`src/rtl/tick_timer_if.sv`:
```
// Control/status bundle for tick_timer: the controller drives start/stop/pause/reload/load_val
// and observes tick/done/cnt_val/busy.
interface tick_timer_if #(
   parameter int unsigned CNT_W = 8
);
   logic             start;
   logic             stop;
   logic             pause;
   logic             reload;
   logic [CNT_W-1:0] load_val;
   logic             tick;
   logic             done;
   logic [CNT_W-1:0] cnt_val;
   logic             busy;

   modport master (
      output start, stop, pause, reload, load_val,
      input  tick, done, cnt_val, busy
   );

   modport slave (
      input  start, stop, pause, reload, load_val,
      output tick, done, cnt_val, busy
   );
endinterface

```
`src/rtl/tick_timer.sv`:
```
// Prescaled tick down-counter with pause, one-shot or periodic expiry.
// Define TICK_TIMER_AUTORELOAD_EN to honour the reload input; otherwise every expiry is one-shot.
module tick_timer #(
   parameter int unsigned CLK_PER_TICK = 25_000_000,
   parameter int unsigned CNT_W        = 8
) (
   input logic         clk,
   input logic         rst_n,
   tick_timer_if.slave bus
);
   localparam int unsigned      PRE_W    = (CLK_PER_TICK > 1) ? $clog2(CLK_PER_TICK) : 1;
   localparam logic [PRE_W-1:0] PRE_LAST = PRE_W'(CLK_PER_TICK - 1);

   localparam logic [1:0] IDLE  = 2'd0;
   localparam logic [1:0] RUN   = 2'd1;
   localparam logic [1:0] PAUSE = 2'd2;

   logic [1:0]       state;
   logic [PRE_W-1:0] pre_cnt;
   logic [CNT_W-1:0] cnt;
   logic             tick_r;
   logic             done_r;
   logic             reload_en;
   logic             start_ok;
   logic             last_tick;

`ifdef TICK_TIMER_AUTORELOAD_EN
   assign reload_en = bus.reload;
`else
   assign reload_en = 1'b0;
`endif

   assign start_ok  = bus.start && (bus.load_val != '0);
   // A zero count cannot occur while busy, but treating it as the last tick keeps cnt from wrapping.
   assign last_tick = (cnt == CNT_W'(1)) || (cnt == '0);

   // Pausing only gates the prescaler, so releasing pause in the PAUSE state counts that same
   // cycle; the tick is therefore delayed by exactly the number of cycles pause was high.
   always_ff @(posedge clk) begin
      if (!rst_n) begin
         state   <= IDLE;
         pre_cnt <= '0;
         cnt     <= '0;
         tick_r  <= 1'b0;
         done_r  <= 1'b0;
      end else begin
         tick_r <= 1'b0;
         done_r <= 1'b0;
         if (bus.stop) begin
            state   <= IDLE;
            pre_cnt <= '0;
            cnt     <= '0;
         end else if (start_ok) begin
            state   <= RUN;
            pre_cnt <= '0;
            cnt     <= bus.load_val;
         end else if (state != IDLE) begin
            if (bus.pause) begin
               state <= PAUSE;
            end else begin
               state <= RUN;
               if (pre_cnt == PRE_LAST) begin
                  pre_cnt <= '0;
                  tick_r  <= 1'b1;
                  if (last_tick) begin
                     done_r <= 1'b1;
                     if (reload_en && (bus.load_val != '0)) begin
                        cnt <= bus.load_val;
                     end else begin
                        cnt   <= '0;
                        state <= IDLE;
                     end
                  end else begin
                     cnt <= cnt - CNT_W'(1);
                  end
               end else begin
                  pre_cnt <= pre_cnt + PRE_W'(1);
               end
            end
         end
      end
   end

   assign bus.tick    = tick_r;
   assign bus.done    = done_r;
   assign bus.cnt_val = cnt;
   assign bus.busy    = (state != IDLE);
endmodule

```
`src/flat_wrapper.sv`:
```
// flat-port wrapper written by rule: the top's interface ports become plain ports
module tick_timer_flat 
#(
   parameter int unsigned CLK_PER_TICK = 25_000_000,
   parameter int unsigned CNT_W        = 8
)
  (clk, rst_n, bus_start, bus_stop, bus_pause, bus_reload, bus_load_val, bus_tick, bus_done, bus_cnt_val, bus_busy);
  tick_timer_if #(.CNT_W(CNT_W)) bus_i ();
  input logic clk;
  input logic rst_n;
  input wire logic [$bits(bus_i.start)-1:0] bus_start;
  input wire logic [$bits(bus_i.stop)-1:0] bus_stop;
  input wire logic [$bits(bus_i.pause)-1:0] bus_pause;
  input wire logic [$bits(bus_i.reload)-1:0] bus_reload;
  input wire logic [$bits(bus_i.load_val)-1:0] bus_load_val;
  output wire logic [$bits(bus_i.tick)-1:0] bus_tick;
  output wire logic [$bits(bus_i.done)-1:0] bus_done;
  output wire logic [$bits(bus_i.cnt_val)-1:0] bus_cnt_val;
  output wire logic [$bits(bus_i.busy)-1:0] bus_busy;
  assign bus_i.start = bus_start;
  assign bus_i.stop = bus_stop;
  assign bus_i.pause = bus_pause;
  assign bus_i.reload = bus_reload;
  assign bus_i.load_val = bus_load_val;
  assign bus_tick = bus_i.tick;
  assign bus_done = bus_i.done;
  assign bus_cnt_val = bus_i.cnt_val;
  assign bus_busy = bus_i.busy;
  tick_timer #(.CLK_PER_TICK(CLK_PER_TICK), .CNT_W(CNT_W)) u_core (.clk(clk), .rst_n(rst_n), .bus(bus_i));
endmodule
```
`config.mk`:
```
export PLATFORM = sky130hd
export DESIGN_NAME = tick_timer_flat
export DESIGN_NICKNAME = d
export VERILOG_FILES = /design/src/rtl/tick_timer_if.sv /design/src/rtl/tick_timer.sv /design/src/flat_wrapper.sv
export SDC_FILE = /design/constraint.sdc
export NUM_CORES = 1
export LEC_CHECK = 0
export ABC_AREA = 1
export CAP_MARGIN = 30
export CELL_PAD_IN_SITES_DETAIL_PLACEMENT = 0
export CELL_PAD_IN_SITES_GLOBAL_PLACEMENT = 2
export CORE_UTILIZATION = 34
export CTS_CLUSTER_SIZE = 20
export DETAILED_ROUTE_END_ITERATION = 8
export HOLD_SLACK_MARGIN = 0.12
export PLACE_DENSITY = 0.9
export SYNTH_ARGS = -nofsm -noshare
export SYNTH_HDL_FRONTEND = slang
export SYNTH_SLANG_ARGS = --single-unit
```
`constraint.sdc`:
```
create_clock -name clk -period 2.94 [get_ports clk]
set_input_delay 0.441 -clock clk [delete_from_list [all_inputs] [get_ports clk]]
set_output_delay 0.441 -clock clk [all_outputs]
set_load 0.005 [all_outputs]
```
# After elaboration in Yosys (flattened, before gate mapping)
# Index checks and enable logic that the tools add are counted.
[totals]
memories = 0
regBits = 37
out_inout_bits = 11
mem_bits_ro = 0
in_bits = 14
latchBits = 0
ramBits = 0
elab_cells = 41
[classes]
mul = 0
n_reduce_logical = 13
n_eq_ne = 3
n_addsub = 2
shifts = 0
div_mod_pow = 0
n_bitwise = 4
n_mux = 13
order_cmp = 0
[ops]
columns = ["op", "count"]
rows = [
  ["$mux 8", 5],
  ["$add 25x1->25 const B", 1],
  ["$eq 25x25->1 const B", 1],
  ["$mux 25", 1],
  ["$eq 8x1->1 const B", 1],
  ["$logic_not 8->1", 1],
  ["$reduce_bool 8->1", 1],
  ["$sub 8x1->8 const B", 1],
  ["$reduce_bool 2->1", 3],
  ["$reduce_or 6->1", 1],
  ["$mux 1", 5],
  ["$reduce_or 5->1", 1],
  ["$mux 2", 2],
  ["$not 1->1", 4],
  ["$reduce_and 3->1", 1],
  ["$reduce_or 3->1", 1],
  ["$ne 2x1->1 const B", 1],
  ["$reduce_and 2->1", 1],
  ["$reduce_or 2->1", 1],
  ["$logic_and 1x1->1", 1],
  ["$logic_or 1x1->1", 1],
]

# Logic depth before layout (Yosys ltp)
# Gate-level depths: netlist (run 1).
[depth]
depth_word = 7
ltp_mapped = 10
depth_no_buf = 10

# Worst setup path after synthesis (run 1)
# OpenSTA, ideal clock, no wires.
[synth_path]
path_kind = "register to register"
from = "register u_core.pre_cnt[0]"
to = "register u_core.cnt[0], in the netlist u_core.bus.cnt_val[0]"
t_required_ps = 2821
setup_ps = 119
n_path_buf = 1
arrival_ps = 1335
period_less_slack_ps = 1454
path_stages_with_launch = 10
path_slack_ps = 1486
path_cell_list = "dfxtp_1 > ha_1 > nand2_2 > nor2_4 > nand2_2 > nor2_4 > nand3_4 > nand2_2 > buf_6 > o21ai_1"
[synth_between]
elab_chain_len = 3
[synth_rtl]
columns = ["item", "line_no", "source"]
rows = [
  ["start, declared", "tick_timer.sv:19", "logic [PRE_W-1:0] pre_cnt;"],
  ["start signal, assigned", "tick_timer.sv:77", "pre_cnt <= pre_cnt + PRE_W'(1);"],
  ["$eq 25x25->1", "tick_timer.sv:62", "if (pre_cnt == PRE_LAST) begin"],
  ["$reduce_bool 2->1 (no line)", "--", ""],
  ["$reduce_and 3->1 (no line)", "--", ""],
  ["end signal, assigned", "tick_timer.sv:56", "cnt <= bus.load_val;"],
  ["end signal, assigned", "tick_timer.sv:68", "cnt <= bus.load_val;"],
  ["end signal, assigned", "tick_timer.sv:74", "cnt <= cnt - CNT_W'(1);"],
  ["end, declared", "tick_timer.sv:20", "logic [CNT_W-1:0] cnt;"],
]
# No other way between the ends.
# A chain may end at the register's enable or synchronous reset.

# Worst setup path after layout (run 1)
[layout_path]
from = "input port bus_load_val[7]"
to = "register u_core.pre_cnt[20]"
[layout_between]
elab_chain_len = 3
[layout_rtl]
columns = ["item", "line_no", "source"]
rows = [
  ["start, declared", "flat_wrapper.sv:15", "input wire logic [$bits(bus_i.load_val)-1:0] bus_load_val;"],
  ["$reduce_bool 8->1", "--", ""],
  ["$logic_and 1x1->1", "tick_timer.sv:33", "assign start_ok = bus.start && (bus.load_val != '0);"],
  ["$reduce_or 3->1 (no line)", "--", ""],
]
# No other way between the ends.

==> results.cfg, run 1 <==
[clock_tree]
cts.sinks = 37
clk_latency_ps = 290
post_cts_buffers = 0
cts_buffers = 5
path_clk_slew_ps = 80
clockRootBuffer = clkbuf_8
cts_resized = 0
cts_buffer_depth = 2
cts_tree = yes
h-tree-depth = 2
postCtsHoldBufs = 0

[run]
cap_violations = 0

[synth]
avgSynthCellArea_um2 = 6.812
synth_area_um2 = 2255
yosys-top-cells-count = nand2_1 (84), nor2_1 (58), dfxtp_1 (37), inv_1 (34), nand3_1 (15)
ys_types = 34
yosys_warnings = 0
synth_ff_type = dfxtp_1
netlist_instances = 331
seq_area_frac_synth_pct = 32.85
synth.most_common_cell = nand2_1
synthArstFlopShare_pct = 0
synth-edff-count = 0
syn_nets = 349
synthTopCellsByArea = dfxtp_1 (33%), nand2_1 (14%), nor2_1 (9.7%)
ys_seq_elements = 37
yosys.area.top_type_share_pct = 32.85
synth_top_area_cell = dfxtp_1

[timing]
tightest_slew_ps = 371.1
period_needed_ps = 1924
hold_viol_final = 0
slew_headroom_pct = 75.16
final_max_slew_viol_count = 0
setup_viol = 0
max_freq_ghz = 0.5196
rsz0062_at_grt = false
fin_crit_sh_pct = 65.46
clock_skew_ps = 6.501
fin_setup_tns_ps = 0
holdWs_ps = 485.7

[final_layout]
num_antenna_cells = 0
final_layout_size_suffix_gt1_share_pct = 13.09
nets = 376
area_growth_pct = 19.48
fillers = 693
instances_no_fill = 436

[worst_setup_path]
critPathMaxFanout = 11
end_kind = flip-flop
path_class = primary input to flip-flop
arrival_ps = 2120
cp.required_ps = 3130
start_kind = primary input

[global_routing]
grt_pass1_wl_mm = 9.301
grt_remaining_overflow = 0
grt_pass1_vias = 1980
groute.usage.overall_pct = 16.50
antenna_found_initial = 0
grt_max_degree = 13

[placement]
dp_hpwl_mm = 4.005
place_inst = 428
place_congestion = 0.7776
port_buffers = 23

[floorplan]
rows = 29
initial_core_util_pct = 35.31
die_area_um2 = 6961
die_y_um = 83.44
ioPinCount = 25
core_area_um2 = 6386
die_w_um = 83.44

[detailed_routing]
post-route-drc-count = 0
wl_per_cell_um = 12.14
drt_first_pass_iters = 4
antenna_left = 0
drt_iter0_markers = 94
wirelength_mm = 5.294
viasPerCell = 4.706
vias = 2052

[outcome]
status = finished, final reports clean

[pwr]
power.density_nw_per_um2 = 431.0
fin_total_pwr_mw = 1.161
max-vdd-ir-drop_v = 0.0002592
p_leak_nw = 0.9871

[worst_hold_path]
worstHoldPathType = flip-flop to flip-flop
## sequential cells by signal, summed over array words and instances, names as in the netlist
register            cells
u_core.bus.cnt_val      8
u_core.bus.tick         1
u_core.pre_cnt         25
u_core.bus.done         1
u_core.state            2
## layout make-up
cell class / instances / area, um2 / area share (%)
Clock buffer: 5 / 68.82 / 2.555
Clock inverter: 3 / 65.06 / 2.415
Inverter: 40 / 150.1 / 5.574
Multi-Input combinational cell: 251 / 1343 / 49.84
Sequential cell: 37 / 740.7 / 27.50
Tap cell: 77 / 96.34 / 3.576
Timing Repair Buffer: 23 / 230.2 / 8.546
## routing by layer
layer | share of wire (%) | wire length, um | global-route usage [%] | vias to the layer above
met5 | 0 | 0 | 0 | -
met2 | 43 | 2272 | 25.63 | 32
met3 | 3.1 | 165 | 2.684 | 6
met1 | 53 | 2786 | 23.56 | 923
met4 | 1.3 | 70 | 4.622 | 0
li1 | - | - | - | 1091
## per-stage QoR
step	instance area [um2]	utilization, %	worst slack (ps)
6_report	2694	42.18	1016
5_1_grt	2694	42.18	785.8
4_1_cts	2694	42.18	985.1
3_5_place_dp	2560	40.09	701.1
3_3_place_gp	2560	40.09	699.9
2_1_floorplan	2255	-	1486
## worst paths after layout
path                      startpoint                  to  slack (ps)  depth (start not counted)
setup / recovery     bus_load_val[7]  u_core.pre_cnt[20]        1020                         10
hold reg to reg   u_core.pre_cnt[24]  u_core.pre_cnt[24]         490                          2
hold / removal    u_core.pre_cnt[24]  u_core.pre_cnt[24]         490                          2
setup reg to reg   u_core.pre_cnt[0]  u_core.pre_cnt[20]        1020                         10
## power by group
| group | switching (mW) | total (mW) | leakage [nW] | internal (mW) |
|---|---|---|---|---|
| clock network | 0.193 | 0.530 | 0.0681 | 0.337 |
| logic | 0.0680 | 0.119 | 0.620 | 0.0509 |
| registers | 0.00637 | 0.512 | 0.299 | 0.506 |
## critical path, stage by stage
cell	delay (ps)
clkdlybuf4s50_1	500
nor2_1	50
nand2_1	140
nor2_2	70
nor2_4	250
nor2_4	60
nand2_2	290
inv_2	150
o21ai_1	110
nor2_1	40
## layout by cell type, fill, tap and decap left out, types with 10 or more instances in the layout
cell             instances
inv_1                   34
nand3_1                 15
nor2_1                  58
nand2_1                 84
nand4_1                 10
clkdlybuf4s50_1         23
dfxtp_1                 37
a21oi_1                 11
## logic make-up (layout without fill, tap and decap cells)
group	Yosys count	in the layout	share of synthesized area [%]
fa+ha+maj	4	4	2.220
flops	37	37	32.85
buf+inv	43	71	7.602
compound gates	23	23	6.160
xor+xnor	12	12	4.662
simple gates	212	212	46.50
Note: power is estimated with default switching activity, not from simulation.
==> inputs of run 2 (changes only) <==
--- a/config.mk
+++ b/config.mk
@@ -9,11 +9,11 @@
 export CAP_MARGIN = 30
 export CELL_PAD_IN_SITES_DETAIL_PLACEMENT = 0
 export CELL_PAD_IN_SITES_GLOBAL_PLACEMENT = 2
-export CORE_UTILIZATION = 34
+export CORE_UTILIZATION = 31
 export CTS_CLUSTER_SIZE = 20
 export DETAILED_ROUTE_END_ITERATION = 8
 export HOLD_SLACK_MARGIN = 0.12
-export PLACE_DENSITY = 0.9
+export PLACE_DENSITY = 0.84
 export SYNTH_ARGS = -nofsm -noshare
 export SYNTH_HDL_FRONTEND = slang
 export SYNTH_SLANG_ARGS = --single-unit
==> constraint.sdc (replaced) <==
create_clock -name clk -period 1.9 [get_ports clk]
set_input_delay 0.285 -clock clk [delete_from_list [all_inputs] [get_ports clk]]
set_output_delay 0.285 -clock clk [all_outputs]
set_load 0.005 [all_outputs]
==> results.cfg, run 2 (synthesis results as in run 1) <==
[global_routing]
antenna_found_initial = 0
grt_pass1_wl_mm = 9.246
grt_max_degree = 13
grt_remaining_overflow = 0
grt_pass1_vias = 1855
groute.usage.overall_pct = 15.91

[floorplan]
ioPinCount = 25
die_y_um = 87.28
die_w_um = 87.28
initial_core_util_pct = 32.64
core_area_um2 = 6907
rows = 30
die_area_um2 = 7618

[pwr]
max-vdd-ir-drop_v = 0.0002940
power.density_nw_per_um2 = 616.1
p_leak_nw = 1.020

[timing]
rsz0062_at_grt = false
tightest_slew_ps = 372.5
fin_setup_tns_ps = 0
hold_viol_final = 0
setup_viol = 0
final_max_slew_viol_count = 0
fin_crit_sh_pct = 89.73
slew_headroom_pct = 74.94
period_needed_ps = 1705
max_freq_ghz = 0.5866
clock_skew_ps = 6.167

[worst_setup_path]
critPathBufInv = 0
rr_worst_depth = 10
critPathMaxFanout = 9
path_class = flip-flop to flip-flop
start_kind = flip-flop
path_cells = ha_1 > nand2_2 > nor2_4 > nand2_2 > nor2_4 > nand3_4 > nand2_4 > nand2_1 > nor2_1 > nor2_1
slowest_stage = dfxtp_1
crit_family = simple AND/OR/NAND/NOR gates
max_stage_delay_ps = 380
arrival_ps = 1900
end_kind = flip-flop
worst-path-stages = 10
cp.required_ps = 2090

[detailed_routing]
viasPerCell = 4.405
drt_first_pass_iters = 5
vias = 2044
wl_per_cell_um = 11.76
wirelength_mm = 5.457
post-route-drc-count = 0
drt_iter0_markers = 84
antenna_left = 0

[clock_tree]
path_clk_slew_ps = 80
clk_latency_ps = 290
cts_buffers = 5
postCtsHoldBufs = 0
cts_tree = yes
cts_buffer_depth = 2
cts_resized = 0
clockRootBuffer = clkbuf_8
cts.sinks = 37
h-tree-depth = 2
post_cts_buffers = 0

[final_layout]
fillers = 764
multiInputGateArea_um2 = 1343
mostFrequentLayoutCells = nand2_1 (84), nor2_1 (58), dfxtp_1 (37)
final_common_cell = nand2_1
largest_reg_flops = 25
num_antenna_cells = 0
nets = 385
area_growth_pct = 22.92
regArea_um2 = 740.7
top_register = u_core.pre_cnt
utilization_pct = 40.13
final_layout_size_suffix_gt1_share_pct = 15.22

[placement]
place_congestion = 0.8471
dp_hpwl_mm = 4.241
port_buffers = 23

[worst_hold_path]
worstHoldPathCells = 2
worstHoldPathType = flip-flop to flip-flop

[run]
cap_violations = 0

[outcome]
status = finished, final reports clean
## run 2: cell count changes in the layout (fill, tap and decap cells not counted), sizes merged
cell,before,now
buf,0,9
bufinv,2,1
clkbuf,5,6
clkinv,3,2
clkinvlp,0,1
## run 2: final timing paths
check                    startpoint                    end  slack, ps
setup / recovery  u_core.pre_cnt[0]  u_core.bus.cnt_val[6]        200
hold / removal    u_core.pre_cnt[5]      u_core.pre_cnt[5]        500
hold reg to reg   u_core.pre_cnt[5]      u_core.pre_cnt[5]        500
setup reg to reg  u_core.pre_cnt[0]  u_core.bus.cnt_val[6]        200
## run 2: cell type report
| class | count | share of cell area [%] |
|---|---|---|
| clock buffers | 6 | 2.980 |
| clock inverters | 2 | 1.354 |
| inverters | 40 | 5.418 |
| multi-input cells | 251 | 48.44 |
| flip-flops and latches | 37 | 26.73 |
| well taps | 96 | 4.334 |
| repair buffers | 32 | 10.74 |
## run 2: where the power goes
group | total (mW) | internal (mW) | leakage, nW | switching [mW]
sequential | 0.792 | 0.782 | 0.299 | 0.0100
combinational | 0.194 | 0.0860 | 0.664 | 0.108
clock | 0.721 | 0.427 | 0.0574 | 0.294
## run 2: per-stage QoR
stage          setup WS [ps]  hold slack, ps  instances  power, mW  cell area, um2
2_1_floorplan          446.0           455.2        331     0.9244            2255
3_3_place_gp           110.3           477.0        456      1.005            2651
3_5_place_dp           106.9           481.0        456      1.005            2651
4_1_cts                187.3           498.7        464      1.739            2771
5_1_grt                12.40           532.0        464      1.807            2771
6_report               195.2           497.0        464      1.708            2771
## run 2: tightest hold or removal path: stages, from the launching register on
cell and delay [ps]:
dfxtp_1 340, inv_1 70, a211oi_2 50
## run 2: routing by layer
layer	up-vias	GRT usage [%]	wire length, um
met5	-	0	0
met4	0	5.365	70
met2	21	23.08	2303
li1	1114	-	-
met1	903	23.58	2967
met3	6	2.559	116
==> RTL edit (config.mk and constraints of run 2) <==
`CLK_PER_TICK` is set to 25_000_000 in 2 places; all go to 100_000_000.
--- a/src/rtl/tick_timer.sv
+++ b/src/rtl/tick_timer.sv
@@ -2,5 +2,5 @@
 // Define TICK_TIMER_AUTORELOAD_EN to honour the reload input; otherwise every expiry is one-shot.
 module tick_timer #(
-   parameter int unsigned CLK_PER_TICK = 25_000_000,
+   parameter int unsigned CLK_PER_TICK = 100_000_000,
    parameter int unsigned CNT_W        = 8
 ) (
--- a/src/flat_wrapper.sv
+++ b/src/flat_wrapper.sv
@@ -2,5 +2,5 @@
 module tick_timer_flat 
 #(
-   parameter int unsigned CLK_PER_TICK = 25_000_000,
+   parameter int unsigned CLK_PER_TICK = 100_000_000,
    parameter int unsigned CNT_W        = 8
 )
Function: no difference found for any inputs over 10 cycles, from zero or initial values; that may be too few to reach the edited logic, so the function may still have changed.
==> RTL edit against run 2 <==
Non-clock buffer count grew 7; via count rose by 8.2%; total power decreased by 6.4%; clock power down 26%; synthesized cell count rose by 9.7%; wire length grew 2.9%; sequential share of layout area up 0.85 points; fmax is 2.5% higher; design area up 2.2%; area after synthesis rose by 2.8%; sequential cell count is 2 higher; worst setup slack better by 0.042 ns; die area grew 2.7%.
==> RTL edit: results (changes against run 2) <==
- Largest net degree at the start of global routing: 21 (was 13)
- Reg2Reg Depth: 9 (was 10)
- RePlAce Congestion: 0.756 (was 0.847)
- Sequential share of the synthesized area: 33.7% (was 32.9%)
- Initial DRC Count: 55 (was 84)
- GRT Util Overall: 15.8% (was 15.9%)
- CP Capture Point: u_core.bus.cnt_val[1] (was u_core.bus.cnt_val[6])
- Met2 GRT Util: 25.7% (was 23.1%)
- Worst slew pin tran: 0.329 ns (was 0.372 ns)
- Status: finished clean (unchanged)
- XOR/XNOR Fraction of Synth Area: 4.91% (was 4.66%)
- First-pass GRT wire length: 9.56 mm (was 9.25 mm)
- Hold Startpoint: u_core.pre_cnt[20] (was u_core.pre_cnt[5])
- Fillers: 826 (was 764)
- Worst slack, placed: 0.0799 ns (was 0.107 ns)
- Top cells by count, synth: nand2_1 (104), nor2_1 (72), inv_1 (40) (was nand2_1 (84), nor2_1 (58), dfxtp_1 (37))
- Worst Skew: 0.00755 ns (was 0.00617 ns)
- DRT Pass-1 Iters: 4 (was 5)
- Detailed Route WL: 5.62 mm (was 5.46 mm)
- Worst Hold Path EP: u_core.pre_cnt[20] (was u_core.pre_cnt[5])
- Max reg flops: 27 (was 25)
- GR Util met3: 2.33% (was 2.56%)
- Post-DP Area: 2760 sq um (was 2650 sq um)
- Final net count: 422 (was 385)
- Share of layout cells above drive strength 1: 11.9% (was 15.2%)
- Worst EP arrival: 1.85 ns (was 1.90 ns)
- FF-to-FF setup slack: 0.24 ns (was 0.20 ns)
- Met2 wire len: 2.56 mm (was 2.30 mm)
- Largest fanout on the critical path: 10 (was 9)
- M1 wire length: 2.83 mm (was 2.97 mm)
- Hold WS: 0.480 ns (was 0.497 ns)
- Area fraction in compound gates after synthesis: 3.94% (was 6.16%)
[RTL edit: timing repair]
action / 4_1_cts / 5_1_grt
gates resized for setup: 0 / 1
endpoints found under the setup margin: 0 / 1
hold buffers: 0 / 0
[RTL edit: cell type report]
type | instances | area share (%)
multi-input cells | 275 | 47.3
flip-flops and latches | 39 | 27.6
repair buffers | 39 | 12.4
inverters | 44 | 5.83
well taps | 99 | 4.37
clock buffers | 6 | 2.56
[RTL edit: critical path, cell delays in order, from the launching register on]
cell	delay [ns]
dfxtp_1	0.37
ha_1	0.20
nand3_2	0.12
inv_2	0.07
nand2_1	0.09
nor2_4	0.13
nand3_4	0.16
buf_4	0.22
a21oi_1	0.13
nor2_1	0.06
[RTL edit: report_power, final]
part	leakage, nW	switching (W)	internal, W
logic	0.807	0.000125	0.000102
registers	0.315	0.0000117	0.000826
clock network	0.0371	0.000288	0.000245
total	1.16	0.000425	0.00117
